===== src/rtl/rf_pkg.sv =====
// Shared constants and helpers for the scoreboarded register file.
package rf_pkg;

  localparam int unsigned RF_BUS_WIDTH = 8;
  localparam int unsigned RF_DEPTH     = 8;
  localparam int unsigned RF_RD_PORTS  = 2;
  localparam int unsigned ZERO_ADDR    = 0;

  // Net change of the busy population for one cycle: +1, 0 or -1.
  function automatic logic signed [1:0] busy_delta(input logic inc, input logic dec);
    logic signed [1:0] d;
    d = 2'sd0;
    if (inc && !dec) d = 2'sd1;
    if (dec && !inc) d = -2'sd1;
    return d;
  endfunction

endpackage


===== src/rtl/reg_scoreboard.sv =====
// Per-register busy bits with reserve/write priority and a running busy count.
module reg_scoreboard import rf_pkg::*; #(
  parameter int unsigned DEPTH    = RF_DEPTH,
  parameter bit          ZERO_REG = 1'b1,
  localparam int unsigned AW      = $clog2(DEPTH),
  localparam int unsigned CW      = AW + 1
) (
  input  logic             clk,
  input  logic             rst_n,
  input  logic             we,
  input  logic [AW-1:0]    wr_addr,
  input  logic             rsv,
  input  logic [AW-1:0]    rsv_addr,
  output logic [DEPTH-1:0] busy,
  output logic [CW-1:0]    busy_count,
  output logic             all_idle
);

  logic             wr_ok;
  logic             rsv_ok;
  logic             inc;
  logic             dec;
  logic [DEPTH-1:0] busy_nxt;
  logic [CW-1:0]    count_nxt;
  logic signed [1:0] delta;

  // Next busy vector; a reservation overrides a same-address completing write.
  always_comb begin
    wr_ok     = we  && (32'(wr_addr)  < DEPTH) && !(ZERO_REG && (32'(wr_addr)  == ZERO_ADDR));
    rsv_ok    = rsv && (32'(rsv_addr) < DEPTH) && !(ZERO_REG && (32'(rsv_addr) == ZERO_ADDR));
    busy_nxt  = busy;
    inc       = 1'b0;
    dec       = 1'b0;
    for (int unsigned r = 0; r < DEPTH; r++) begin
      if (wr_ok && (32'(wr_addr) == r)) begin
        busy_nxt[r] = 1'b0;
        dec         = busy[r];
      end
      if (rsv_ok && (32'(rsv_addr) == r)) begin
        busy_nxt[r] = 1'b1;
        inc         = !busy[r];
      end
    end
    if (wr_ok && rsv_ok && (wr_addr == rsv_addr)) dec = 1'b0;
    delta     = busy_delta(inc, dec);
    count_nxt = busy_count;
    if (delta > 2'sd0) count_nxt = busy_count + CW'(1);
    else if (delta < 2'sd0) count_nxt = busy_count - CW'(1);
  end

  always_ff @(posedge clk) begin
    if (!rst_n) begin
      busy       <= '0;
      busy_count <= '0;
      all_idle   <= 1'b1;
    end else begin
      busy       <= busy_nxt;
      busy_count <= count_nxt;
      all_idle   <= (count_nxt == '0);
    end
  end

endmodule


===== src/rtl/regfile_sb.sv =====
// Multi-read-port register file with write-through bypass and an issue scoreboard.
module regfile_sb import rf_pkg::*; #(
  parameter int unsigned BUS_WIDTH = RF_BUS_WIDTH,
  parameter int unsigned DEPTH     = RF_DEPTH,
  parameter int unsigned RD_PORTS  = RF_RD_PORTS,
  parameter bit          ZERO_REG  = 1'b1,
  localparam int unsigned AW       = $clog2(DEPTH)
) (
  input  logic                          clk,
  input  logic                          rst_n,
  input  logic                          we,
  input  logic [AW-1:0]                 wr_addr,
  input  logic [BUS_WIDTH-1:0]          wr_data,
  input  logic                          rsv,
  input  logic [AW-1:0]                 rsv_addr,
  input  logic [RD_PORTS*AW-1:0]        rd_addr,
  output logic [RD_PORTS*BUS_WIDTH-1:0] rd_data,
  output logic [RD_PORTS-1:0]           rd_busy,
  output logic [AW:0]                   busy_count,
  output logic                          all_idle
);

  logic [BUS_WIDTH-1:0] mem [DEPTH];
  logic [DEPTH-1:0]     busy;

  // Storage array; register 0 stays at zero when hard-wired.
  always_ff @(posedge clk) begin
    if (!rst_n) begin
      for (int unsigned r = 0; r < DEPTH; r++) mem[r] <= '0;
    end else begin
      for (int unsigned r = 0; r < DEPTH; r++) begin
        if (we && (32'(wr_addr) == r) && !(ZERO_REG && (r == ZERO_ADDR))) mem[r] <= wr_data;
      end
    end
  end

  reg_scoreboard #(
    .DEPTH    (DEPTH),
    .ZERO_REG (ZERO_REG)
  ) u_sb (
    .clk        (clk),
    .rst_n      (rst_n),
    .we         (we),
    .wr_addr    (wr_addr),
    .rsv        (rsv),
    .rsv_addr   (rsv_addr),
    .busy       (busy),
    .busy_count (busy_count),
    .all_idle   (all_idle)
  );

  for (genvar i = 0; i < RD_PORTS; i++) begin : g_rd
    logic [AW-1:0]        addr;
    logic                 ok;
    logic                 hit;
    logic [BUS_WIDTH-1:0] data;
    logic                 bsy;

    assign addr = rd_addr[i*AW +: AW];

    // Out-of-range and hard-wired zero addresses read as idle zero.
    always_comb begin
      ok   = (32'(addr) < DEPTH) && !(ZERO_REG && (32'(addr) == ZERO_ADDR));
      hit  = we && (wr_addr == addr);
      data = '0;
      bsy  = 1'b0;
      if (ok) begin
        for (int unsigned r = 0; r < DEPTH; r++) begin
          if (32'(addr) == r) begin
            data = hit ? wr_data : mem[r];
            bsy  = busy[r] && !hit;
          end
        end
      end
    end

    assign rd_data[i*BUS_WIDTH +: BUS_WIDTH] = data;
    assign rd_busy[i]                        = bsy;
  end

endmodule


===== config.mk =====
export PLATFORM = sky130hd
export DESIGN_NAME = regfile_sb
export DESIGN_NICKNAME = d
export VERILOG_FILES = /design/src/rtl/rf_pkg.sv /design/src/rtl/reg_scoreboard.sv /design/src/rtl/regfile_sb.sv
export SDC_FILE = /design/constraint.sdc
export NUM_CORES = 1
export LEC_CHECK = 0
export BUFFER_PORTS_ARGS = -buffer_cell sky130_fd_sc_hd__buf_2
export CAP_MARGIN = 30
export CORE_MARGIN = 2
export CORE_UTILIZATION = 59
export DETAILED_ROUTE_END_ITERATION = 10
export PLACE_DENSITY = 0.81
export RECOVER_POWER = 25
export SYNTH_ARGS = -nofsm -noshare
export SYNTH_HDL_FRONTEND = slang
export SYNTH_SLANG_ARGS = --single-unit
export TNS_END_PERCENT = 20

===== constraint.sdc =====
create_clock -name clk -period 3.7 [get_ports clk]
set_clock_uncertainty 0.1 [all_clocks]
set_input_delay 0.74 -clock clk [delete_from_list [all_inputs] [get_ports clk]]
set_output_delay 0.74 -clock clk [all_outputs]
set_load 0.02 [all_outputs]

==> results.py <==
metrics = {
    "drt": {
        "wl_met2_um": 5980,
        "highest_layer": "met4",
        "wl_met1_um": 4540,
        "wirelength_um": 12200,
        "route.met3.wl_um": 1060,
        "num_vias": 4218,
        "antenna_left": 0,
        "wire_per_inst_um": 19.3,
        "drtPass1Iterations": 6,
        "drc": 0,
        "vias_per_cell": 6.67,
        "drt_iter0_markers": 716,
    },
    "setup_path": {
        "crit_type": "input pin to primary output",
        "r2r_slack_ps": 1740,
        "crit_family": "buffers and inverters",
        "path_cells": "buf_2, xnor2_1, and4_1, buf_4, o21ai_0, a211oi_1, a31oi_1, nor4_1, buf_2",
        "slowest_delay_ps": 320,
        "cp-start-kind": "input pin",
        "crit_arrival_ps": 2630,
        "crit_slowest_cell": "nor4_1",
        "crit_path_max_fanout": 21,
        "endpoint_kind": "primary output",
        "required_ps": 2860,
        "crit_top_cell": "buf_2",
        "path_buf_inv": 3,
    },
    "timing": {
        "setup_viol": 0,
        "worst_slew_pin_slew_ps": 1120,
        "drv_slew": 0,
        "fin_crit_sh": 0.937,
        "fmax_ghz": 0.288,
        "rsz0062_at_grt": "no",
        "period_needed_ps": 3470,
        "hold_violations": 0,
        "fin_hold_ws_ps": 418,
        "relSlewSlack": 0.255,
    },
    "floorplan": {
        "dieArea_um2": 8120,
        "die-height_um": 90.1,
        "die_x_um": 90.1,
        "start_util": 0.607,
        "row_count": 31,
        "ios": 47,
        "core_um2": 7210,
    },
    "final_layout": {
        "antenna_cells": 0,
        "drive_above_1_share": 0.167,
        "nets": 554,
        "syn_to_final_growth_pct": 10.6,
        "n_fill_cell": 604,
    },
    "synthesis": {
        "synth_adder_area_share": 0.00572,
        "synth-seq-area-share": 0.439,
        "synth_ff_type": "edfxtp_1",
        "yosys_register_bits": 68,
        "synth.area.mux_share": 0.0506,
        "avgSynthCellArea_um2": 8.82,
        "syn_inst": 496,
        "synth.largest_area_cell": "edfxtp_1",
        "synth_nets": 522,
        "yosysUniqueCellTypes": 58,
        "yosys_warnings": 0,
        "synth_compound_area_frac": 0.210,
        "synth-xor-area-share": 0.0212,
        "yosys-top-cells-area": "edfxtp_1 38%, nor2_1 7.9%, dfxtp_1 5.5%",
        "yosysTopAreaCellShare": 0.384,
        "synth_top_family_by_area": "simple AND/OR/NAND/NOR gates",
        "synthArstFlopShare": 0,
        "yosys.area_share.simple": 0.219,
        "synth_area_um2": 4380,
        "synth-edff-count": 56,
    },
    "global_routing": {
        "grt_pass1_wl_um": 19600,
        "grt.overflow.total": 0,
        "grt_max_degree": 35,
        "antenna_found_initial": 0,
        "first_global_vias": 3891,
        "grt.total_usage": 0.307,
    },
    "clock_tree": {
        "cts_buffer_depth": 2,
        "clock_latency_ps": 350,
        "htreeDepth": 3,
        "cts_buffers": 9,
        "cts_tree": "done",
        "clockRootBuffer": "clkbuf_8",
        "hold_buffers": 0,
        "path_clk_slew_ps": 70,
        "post_cts_buffers": 0,
        "cts.sinks": 68,
        "cts.repair.resized": 0,
    },
    "power": {
        "powerDensity_nw_per_um2": 399,
        "leakage_nw": 1.81,
        "power_mw": 1.93,
        "ir_drop_mv": 0.295,
    },
    "min_path": {
        "hold_path_class": "flop to flop",
    },
    "place": {
        "gp_congestion": 0.895,
        "portBuffers": 46,
        "hpwl_um": 8890,
    },
    "run_status": {
        "status": "complete, no violations",
    },
    "job": {
        "maxCapViolCount": 0,
    },
}
-- logic make-up after synthesis --
logic type,after synthesis
muxes,17
buffers and inverters,57
and+or+nand+nor,203
xor gates and xnor gates,9
DFF,68
AOI/OAI and AO/OA,140
adders and majority gates,2
-- report_power, final --
group / switching, mW / leakage [nW] / internal [mW]
registers: 0.0465 / 0.641 / 0.895
clock network: 0.296 / 0.0848 / 0.239
logic: 0.286 / 1.08 / 0.171
total: 0.629 / 1.81 / 1.30
-- per-stage QoR --
stage,TNS (ps),std cells,worst slack [ps],instance area (µm²),utilization
after floorplan,-3.80,496,-3.80,4380,-
after global placement,0,616,326,4670,0.648
after detailed placement,0,616,199,4670,0.648
after CTS,0,632,199,4840,0.671
after global routing,0,632,68.5,4840,0.671
final,0,632,233,4840,0.671
-- cells in the mapped netlist (2+ instances only) --
cell type / instances
a2111oi_0: 4
a211oi_1: 10
a21oi_1: 20
a22o_1: 2
a22oi_1: 8
a31oi_1: 12
a32oi_1: 3
and2_1: 6
and4_1: 2
buf_1: 2
buf_2: 6
buf_4: 5
clkbuf_1: 28
dfxtp_1: 12
edfxtp_1: 56
ha_1: 2
inv_1: 15
mux2i_1: 12
mux4_2: 4
nand2_1: 33
nand2b_1: 7
nand3_1: 8
nand3b_1: 2
nand4_1: 7
nor2_1: 92
nor2b_1: 15
nor3_1: 15
nor4_1: 5
o211ai_1: 6
o21ai_0: 44
o21ai_1: 2
o221ai_1: 6
o22ai_1: 9
or3_1: 5
xnor2_1: 8
-- metal layers --
metal,vias up,track usage
met4,0,0.151
met2,279,0.529
met3,56,0.0335
li1,1890,-
met1,1993,0.384
met5,-,0
-- flip-flops by register name (all words and copies together) (netlist names) --
| signal | cells |
|---|---|
| mem | 56 |
| u_sb.busy_count | 4 |
| u_sb.busy | 7 |
| u_sb.all_idle | 1 |
-- cell usage in the layout, fill, tap and decap left out, types with 15 or more instances in the layout --
cell type / instances
a21oi_1: 20
nand2_1: 33
buf_2: 43
nor2_1: 92
nor2b_1: 15
buf_4: 16
o21ai_0: 44
inv_1: 15
edfxtp_1: 56
nor3_1: 15
-- worst register-to-register path, delay by kind of cell (launching register included) --
| kind | cells | cell delay [ps] |
|---|---|---|
| muxes | 1 | 170 |
| AOI/OAI and AO/OA | 5 | 970 |
| and+or+nand+nor | 1 | 210 |
| DFF | 1 | 430 |
-- area by class of cell --
cell class | instances | area [µm²] | share of cell area
Sequential cell | 68 | 1920 | 0.397
Multi-Input combinational cell | 371 | 2220 | 0.459
Timing Repair Buffer | 62 | 347 | 0.0716
Inverter | 16 | 60.1 | 0.0124
Tap cell | 99 | 124 | 0.0256
Clock buffer | 9 | 124 | 0.0256
Clock inverter | 7 | 43.8 | 0.00905
-- path summary, 6_finish.rpt --
kind	start	to	depth (start not counted)
worst max-delay path	wr_addr[0]	rd_data[0]	9
worst min register to register	u_sb.busy_count[3]	u_sb.busy_count[3]	2
worst min-delay path	u_sb.busy_count[3]	u_sb.busy_count[3]	2
worst max register to register	u_sb.busy[5]	u_sb.all_idle	7
No activity file was read; power rests on OpenSTA's default activity.
